===== src/rtl/subtractor_pkg.sv =====
// Shared definitions for the bit-serial subtractor: FSM encoding and default width.
package subtractor_pkg;

  localparam int SUB_WIDTH_DEF = 8;

  typedef enum logic [1:0] {
    ST_IDLE  = 2'd0,
    ST_SHIFT = 2'd1,
    ST_DONE  = 2'd2
  } state_t;

endpackage


===== src/rtl/full_subtractor_1bit.sv =====
// One-bit full subtractor cell: DIFF = A - B - BIN, with borrow out.
module full_subtractor_1bit (
  input  logic A,
  input  logic B,
  input  logic BIN,
  output logic DIFF,
  output logic BOUT
);

  assign DIFF = A ^ B ^ BIN;
  assign BOUT = (~A & B) | (~(A ^ B) & BIN);

endmodule


===== src/rtl/serial_subtractor_8bit.sv =====
// Bit-serial subtractor: one bit per cycle, LSB first, through a single 1-bit cell.
module serial_subtractor_8bit
  import subtractor_pkg::*;
#(
  parameter int WIDTH = SUB_WIDTH_DEF
) (
  input  logic             CLK,
  input  logic             RST_N,
  input  logic [WIDTH-1:0] A,
  input  logic [WIDTH-1:0] B,
  input  logic             BIN,
  input  logic             START,
  output logic             BUSY,
  output logic [WIDTH-1:0] DIFF,
  output logic             BOUT,
  output logic             DONE
);

  localparam int CW = $clog2(WIDTH + 1);
  localparam logic [CW-1:0] LAST = CW'(WIDTH - 1);

  state_t           state_q;
  logic [WIDTH-1:0] a_q, b_q, res_q, diff_q;
  logic [WIDTH-1:0] res_d;
  logic [CW-1:0]    cnt_q;
  logic             brw_q, bout_q, done_q, busy_q;
  logic             cell_d, cell_b;

  full_subtractor_1bit u_cell (
    .A    (a_q[0]),
    .B    (b_q[0]),
    .BIN  (brw_q),
    .DIFF (cell_d),
    .BOUT (cell_b)
  );

  // Result bits enter at the MSB so after WIDTH shifts the LSB lands at bit 0.
  assign res_d = {cell_d, res_q[WIDTH-1:1]};

  always_ff @(posedge CLK) begin
    if (!RST_N) begin
      state_q <= ST_IDLE;
      a_q     <= '0;
      b_q     <= '0;
      res_q   <= '0;
      diff_q  <= '0;
      cnt_q   <= '0;
      brw_q   <= 1'b0;
      bout_q  <= 1'b0;
      done_q  <= 1'b0;
      busy_q  <= 1'b0;
    end else begin
      case (state_q)
        ST_IDLE: begin
          done_q <= 1'b0;
          if (START) begin
            a_q     <= A;
            b_q     <= B;
            brw_q   <= BIN;
            res_q   <= '0;
            cnt_q   <= '0;
            busy_q  <= 1'b1;
            state_q <= ST_SHIFT;
          end
        end
        ST_SHIFT: begin
          a_q   <= a_q >> 1;
          b_q   <= b_q >> 1;
          brw_q <= cell_b;
          res_q <= res_d;
          cnt_q <= cnt_q + 1'b1;
          // Published outputs change only here, so no partial result is ever visible.
          if (cnt_q == LAST) begin
            diff_q  <= res_d;
            bout_q  <= cell_b;
            done_q  <= 1'b1;
            state_q <= ST_DONE;
          end
        end
        ST_DONE: begin
          done_q  <= 1'b0;
          busy_q  <= 1'b0;
          state_q <= ST_IDLE;
        end
        default: begin
          done_q  <= 1'b0;
          busy_q  <= 1'b0;
          state_q <= ST_IDLE;
        end
      endcase
    end
  end

  assign BUSY = busy_q;
  assign DIFF = diff_q;
  assign BOUT = bout_q;
  assign DONE = done_q;

endmodule


===== config.mk =====
export PLATFORM = sky130hd
export DESIGN_NAME = serial_subtractor_8bit
export DESIGN_NICKNAME = d
export VERILOG_FILES = /design/src/rtl/subtractor_pkg.sv /design/src/rtl/full_subtractor_1bit.sv /design/src/rtl/serial_subtractor_8bit.sv
export SDC_FILE = /design/constraint.sdc
export NUM_CORES = 1
export LEC_CHECK = 0
export CAP_MARGIN = 20
export CORE_MARGIN = 5
export CORE_UTILIZATION = 52
export DETAILED_ROUTE_END_ITERATION = 8
export GPL_ROUTABILITY_DRIVEN = 0
export PLACE_DENSITY = 0.76
export SKIP_LAST_GASP = 1
export SYNTH_ARGS = -nofsm -noshare
export SYNTH_HDL_FRONTEND = slang
export SYNTH_SLANG_ARGS = --single-unit

===== constraint.sdc =====
create_clock -name CLK -period 1.7 [get_ports CLK]
set_input_delay 0.34 -clock CLK [delete_from_list [all_inputs] [get_ports CLK]]
set_output_delay 0.34 -clock CLK [all_outputs]
set_load 0.01 [all_outputs]

# After elaboration in Yosys (flattened, before gate mapping)
# Index checks and enable logic that the tools add are counted.
dict set report classes {
  n_addsub 1
  eq_ne 4
  n_mux 15
  bitwise_logic 8
  reduce_logical 7
}
# op count
set ops {}
lappend ops {{8-bit case mux with 2 select lines} 3}
lappend ops {{8-bit 2-to-1 mux} 3}
lappend ops {{2-bit AND reduction} 5}
lappend ops {{4-bit case mux with 2 select lines} 1}
lappend ops {{4-bit by 1-bit adder with 4-bit output (second input constant)} 1}
lappend ops {{4-bit by 3-bit equality test with 1-bit output (second input constant)} 1}
lappend ops {{2-bit 2-to-1 mux} 2}
lappend ops {{4-bit 2-to-1 mux} 1}
lappend ops {{2-bit != test (second input constant)} 2}
lappend ops {{1-bit case mux with 2 select lines} 2}
lappend ops {{2-bit case mux with 2 select lines} 1}
lappend ops {{1-bit NOT} 3}
lappend ops {{1-bit bitwise AND} 2}
lappend ops {{2-bit by 1-bit equality test with 1-bit output (second input constant)} 1}
lappend ops {{2-bit zero test} 1}
lappend ops {{1-bit 2-to-1 mux} 2}
lappend ops {{2-bit nonzero test} 1}
lappend ops {{1-bit XOR} 2}
lappend ops {{1-bit OR} 1}
dict set report word_totals {
  ff_bits 42
}

# Logic depth before layout (Yosys ltp)
dict set report logic_depth {
  ltp_word 5
  depth_mapped 5
}

# Hierarchy
# From an unflattened synthesis, not the netlist that was laid out.
dict set report unflattened {
  cells_unflattened 188
  hier_area_um2 1808.0
}
# module cells_each seq_area_each_um2 n_inst area_per_inst_um2
set modules_own_cells {}
lappend modules_own_cells {serial_subtractor_8bit 184 820.8 1 1776.7}
lappend modules_own_cells {full_subtractor_1bit 4 0.0 1 31.3}

# Least setup slack after synthesis
# Ideal clock, no wire load.
dict set report synth_timing {
  kind {reg2reg}
  from {reg cnt_q[0]}
  to {reg bout_q (netlist: BOUT)}
  slack_ns 0.375
  t_required_ns 1.584
  synth_period_minus_slack_ns 1.325
  setup_ns 0.116
  stages_incl_launch_ff 6
  arrival_time_ns 1.209
  cell_sequence {dfxtp_1 -> ha_1 -> and3b_1 -> and2_1 -> buf_6 -> o211a_1}
}
dict set report synth_via {
  elab_chain_cells 2
}
# element line_no
set synth_lines {}
lappend synth_lines {{start: declaration} serial_subtractor_8bit.sv:25} ;# logic [CW-1:0] cnt_q;
lappend synth_lines {{start signal: assignment} serial_subtractor_8bit.sv:71} ;# cnt_q <= cnt_q + 1'b1;
lappend synth_lines {{4-bit by 3-bit equality test with 1-bit output} serial_subtractor_8bit.sv:73} ;# if (cnt_q == LAST) begin
lappend synth_lines {{2-bit AND reduction (no source line)} --}
lappend synth_lines {{end signal: assignment} serial_subtractor_8bit.sv:75} ;# bout_q <= cell_b;
lappend synth_lines {{end: declaration} serial_subtractor_8bit.sv:26} ;# logic brw_q, bout_q, done_q, busy_q;
# Every way passes these cells.
# A chain may end at the register's enable or synchronous reset.

# Final worst setup path
dict set report layout_timing {
  from {reg busy_q (netlist: BUSY)}
  to {out BUSY}
}
# element line_no
set layout_rtl {}
lappend layout_rtl {{start: declaration} serial_subtractor_8bit.sv:26}
lappend layout_rtl {{start signal: assignment} serial_subtractor_8bit.sv:51} ;# busy_q <= 1'b0;
lappend layout_rtl {{start signal: assignment} serial_subtractor_8bit.sv:62} ;# busy_q <= 1'b1;
lappend layout_rtl {{start signal: assignment} serial_subtractor_8bit.sv:82} ;# busy_q <= 1'b0;
lappend layout_rtl {{end: declaration} serial_subtractor_8bit.sv:13} ;# output logic BUSY,
# No word-level cell between the ends.

==> metrics.txt <==
total wire length=between 3 and 4 mm; Final Hold Viols=0; Int Power=~1.3 mW; max_slew headroom=roughly 60%; CTS H-tree depth=2; I/O Buffers=30; number of global-route vias before repair=between 1,000 and 1,500; cts hold-fix bufs=0; RSZ-0062 raised after global routing=no; Die Y=68.8 um; crit path capture type=primary output; Filler cells=302; xor/xnor cell area share of the yosys netlist=0%; Worst Path Buf+Inv=1; # setup viols final=0; post-CTS setup buffers=0; Post-synth EDFFs=0; Top Layer Used=met4; Startpoint Class=register; register bit total from synthesis=41; Reg power frac=58.9%; Total Power=approximately 1.8 mW; DRT iter0 DRCs=81; pwr dens=807 nW/um2; Mapped Nets=slightly above 200; core area=3340 um2; final core utilization=65.2%; yosys warns=0; DRT Pass-1 Iters=4; CP top delay family=buffers and inverters; number of buffers on the longest clock path=2; largest family of logic cells by synthesized area=compound AO/OA/AOI/OAI gates; switching part of the total power=25.8%; Peak VDD IR=0.629 mV; initial antenna violation count=0; Crit-path slowest cell=clkdlybuf4s50_1; die area=4730 um2; Tmin final=1580 ps; Top FF cell, synth=dfxtp_1; cell count after placement=250; # IOs=31; Layout area overhead=21.0%; Post-Synth Adder-Cell Area=between 1.5 and 2%; root buf cell=clkbuf_4; fmax=632 MHz; Mapped Cells=182; Sw Pwr=0.453 mW; CP required=between 1000 and 1500 ps; die width=68.8 um; global-route wire length before repair=around 6.3 mm; crit path DAT=1240 ps; post-CTS sizing=0; number of CTS-inserted buffers=5; Initial Util=53.8%; Final period util=93.1%; row count=21; CTS tree=yes; MaxCap Viol Count=0; synth unique cells=33; outcome=finished, final reports clean; worst-path cell chain=clkdlybuf4s50_1; share of cells above drive strength 1=16.0%; ys async rst share=0%; Worst Setup Path Type=register to primary output; Remaining DRCs=0; Met1 Wirelength=1.56 mm; ANT nets after route=0; DP Wirelength=2.73 mm; pin slew with the least headroom to its limit=between 500 and 600 ps; Nets=between 200 and 250; Worst Path Max Fanout=2; clk_lat worst skew=340 ps; mux cell area share after synthesis=5.01%; Simple-Gate Fraction of Synth Area=around 17%; Clk pwr share=26.9%; grt ovf=0; DR WL met3=199 um; Slew Viols, Final=0; met2 WL=about 1.9 mm; Tightest Hold Check Type=register to register; leakage=0.837 nW; Comb pwr share=14.1%; syn_area_per_cell=9.87 um2; via count=around 1,400; n_diodes=0; largest net degree at the start of global routing=28; CTS Sinks=41; Non-Filler Instances=about 260; setup TNS=0 ps; CP max stage delay=540 ps; mapped cell area=roughly 1800 um2; GRT Total Usage=between 10% and 20%; Via-to-Cell Ratio=5.36; compound-cell area share of the yosys netlist=23.1%; post-DR wirelength/cell=14.4 um; sequential fraction of the synthesis area=a little under half; clk_skew=4.66 ps; CTS clock-pin slew for the worst setup and hold paths=120 ps
-- area by class of cell --
class                   count  area, um2  area share, %
well taps                  46       57.6           2.65
flip-flops and latches     41        821           37.7
repair buffers             38        373           17.1
clock inverters             3       17.5          0.806
clock buffers               5       37.5           1.73
multi-input cells         118        842           38.7
inverters                   7       26.3           1.21
-- cells in the final DEF, fill, tap and decap left out, types with 2 or more instances in the layout --
| master | count |
|---|---|
| a22oi_1 | 2 |
| and2_1 | 3 |
| nand2_1 | 20 |
| mux2i_1 | 9 |
| nor2b_1 | 13 |
| clkinv_2 | 2 |
| nand2b_1 | 2 |
| dfxtp_1 | 41 |
| clkbuf_4 | 5 |
| clkdlybuf4s50_1 | 30 |
| nand3_1 | 4 |
| a2bb2oi_1 | 5 |
| a21oi_1 | 11 |
| o221a_2 | 15 |
| nor2_1 | 11 |
| a22o_1 | 8 |
| inv_1 | 7 |
| buf_4 | 7 |
-- synth_stat cells, drive strengths merged, types with 2 or more instances --
library cell,number,area [um2]
a22o,8,70.1
nor2b,14,95.1
and2,3,18.8
mux2i,9,90.1
inv,7,26.3
a22oi,2,15.0
nand2,20,75.1
nand2b,2,12.5
a21oi,11,55.1
a2bb2oi,5,43.8
clkbuf,2,7.51
o221a,15,169
buf,14,100
nand3,4,20.0
nor2,12,47.6
dfxtp,41,821
-- kinds of logic after synthesis --
family	after synthesis
muxes	9
DFF	41
and+or+nand+nor	60
adders and majority gates	2
AOI/OAI and AO/OA	47
buffers and inverters	23
-- registers in the layout (all words and copies together), names as in the netlist --
register,flops
DIFF,8
a_q,8
b_q,8
res_q,7
cnt_q,4
state_q,2
BOUT,1
BUSY,1
DONE,1
brw_q,1
-- metal layers --
metal,track usage [%],vias up
met5,0,-
met4,8.03,0
met3,4.38,7
met2,31.1,30
met1,20.1,647
li1,-,699
-- power by group through the flow --
| stage | clock network (mW) | registers [mW] | logic, mW |
|---|---|---|---|
| finish | 0.473 | 1.03 | 0.248 |
| CTS | 0.489 | 1.03 | 0.251 |
| detailed placement | 0 | 1.06 | 0.249 |
| floorplan | 0 | 1.05 | 0.172 |
| global placement | 0 | 1.05 | 0.241 |
| global route | 0.534 | 1.04 | 0.275 |
-- per-stage QoR --
step	hold WS, ps	instance area, um2	worst slack (ps)
after floorplan	438	1800	375
after global placement	444	2120	-38.4
after detailed placement	450	2120	-75.7
after CTS	467	2170	91.5
after global routing	505	2170	30.8
final	468	2170	117
-- path summary, 6_finish.rpt --
check             startpoint  endpoint  slack (ps)  cells after the start
setup reg to reg    cnt_q[0]   DIFF[7]         130                      5
hold / removal          BUSY      BUSY         470                      2
setup / recovery        BUSY      BUSY         120                      1
hold reg to reg         BUSY      BUSY         470                      2
Power figures use the tool's default switching activity.
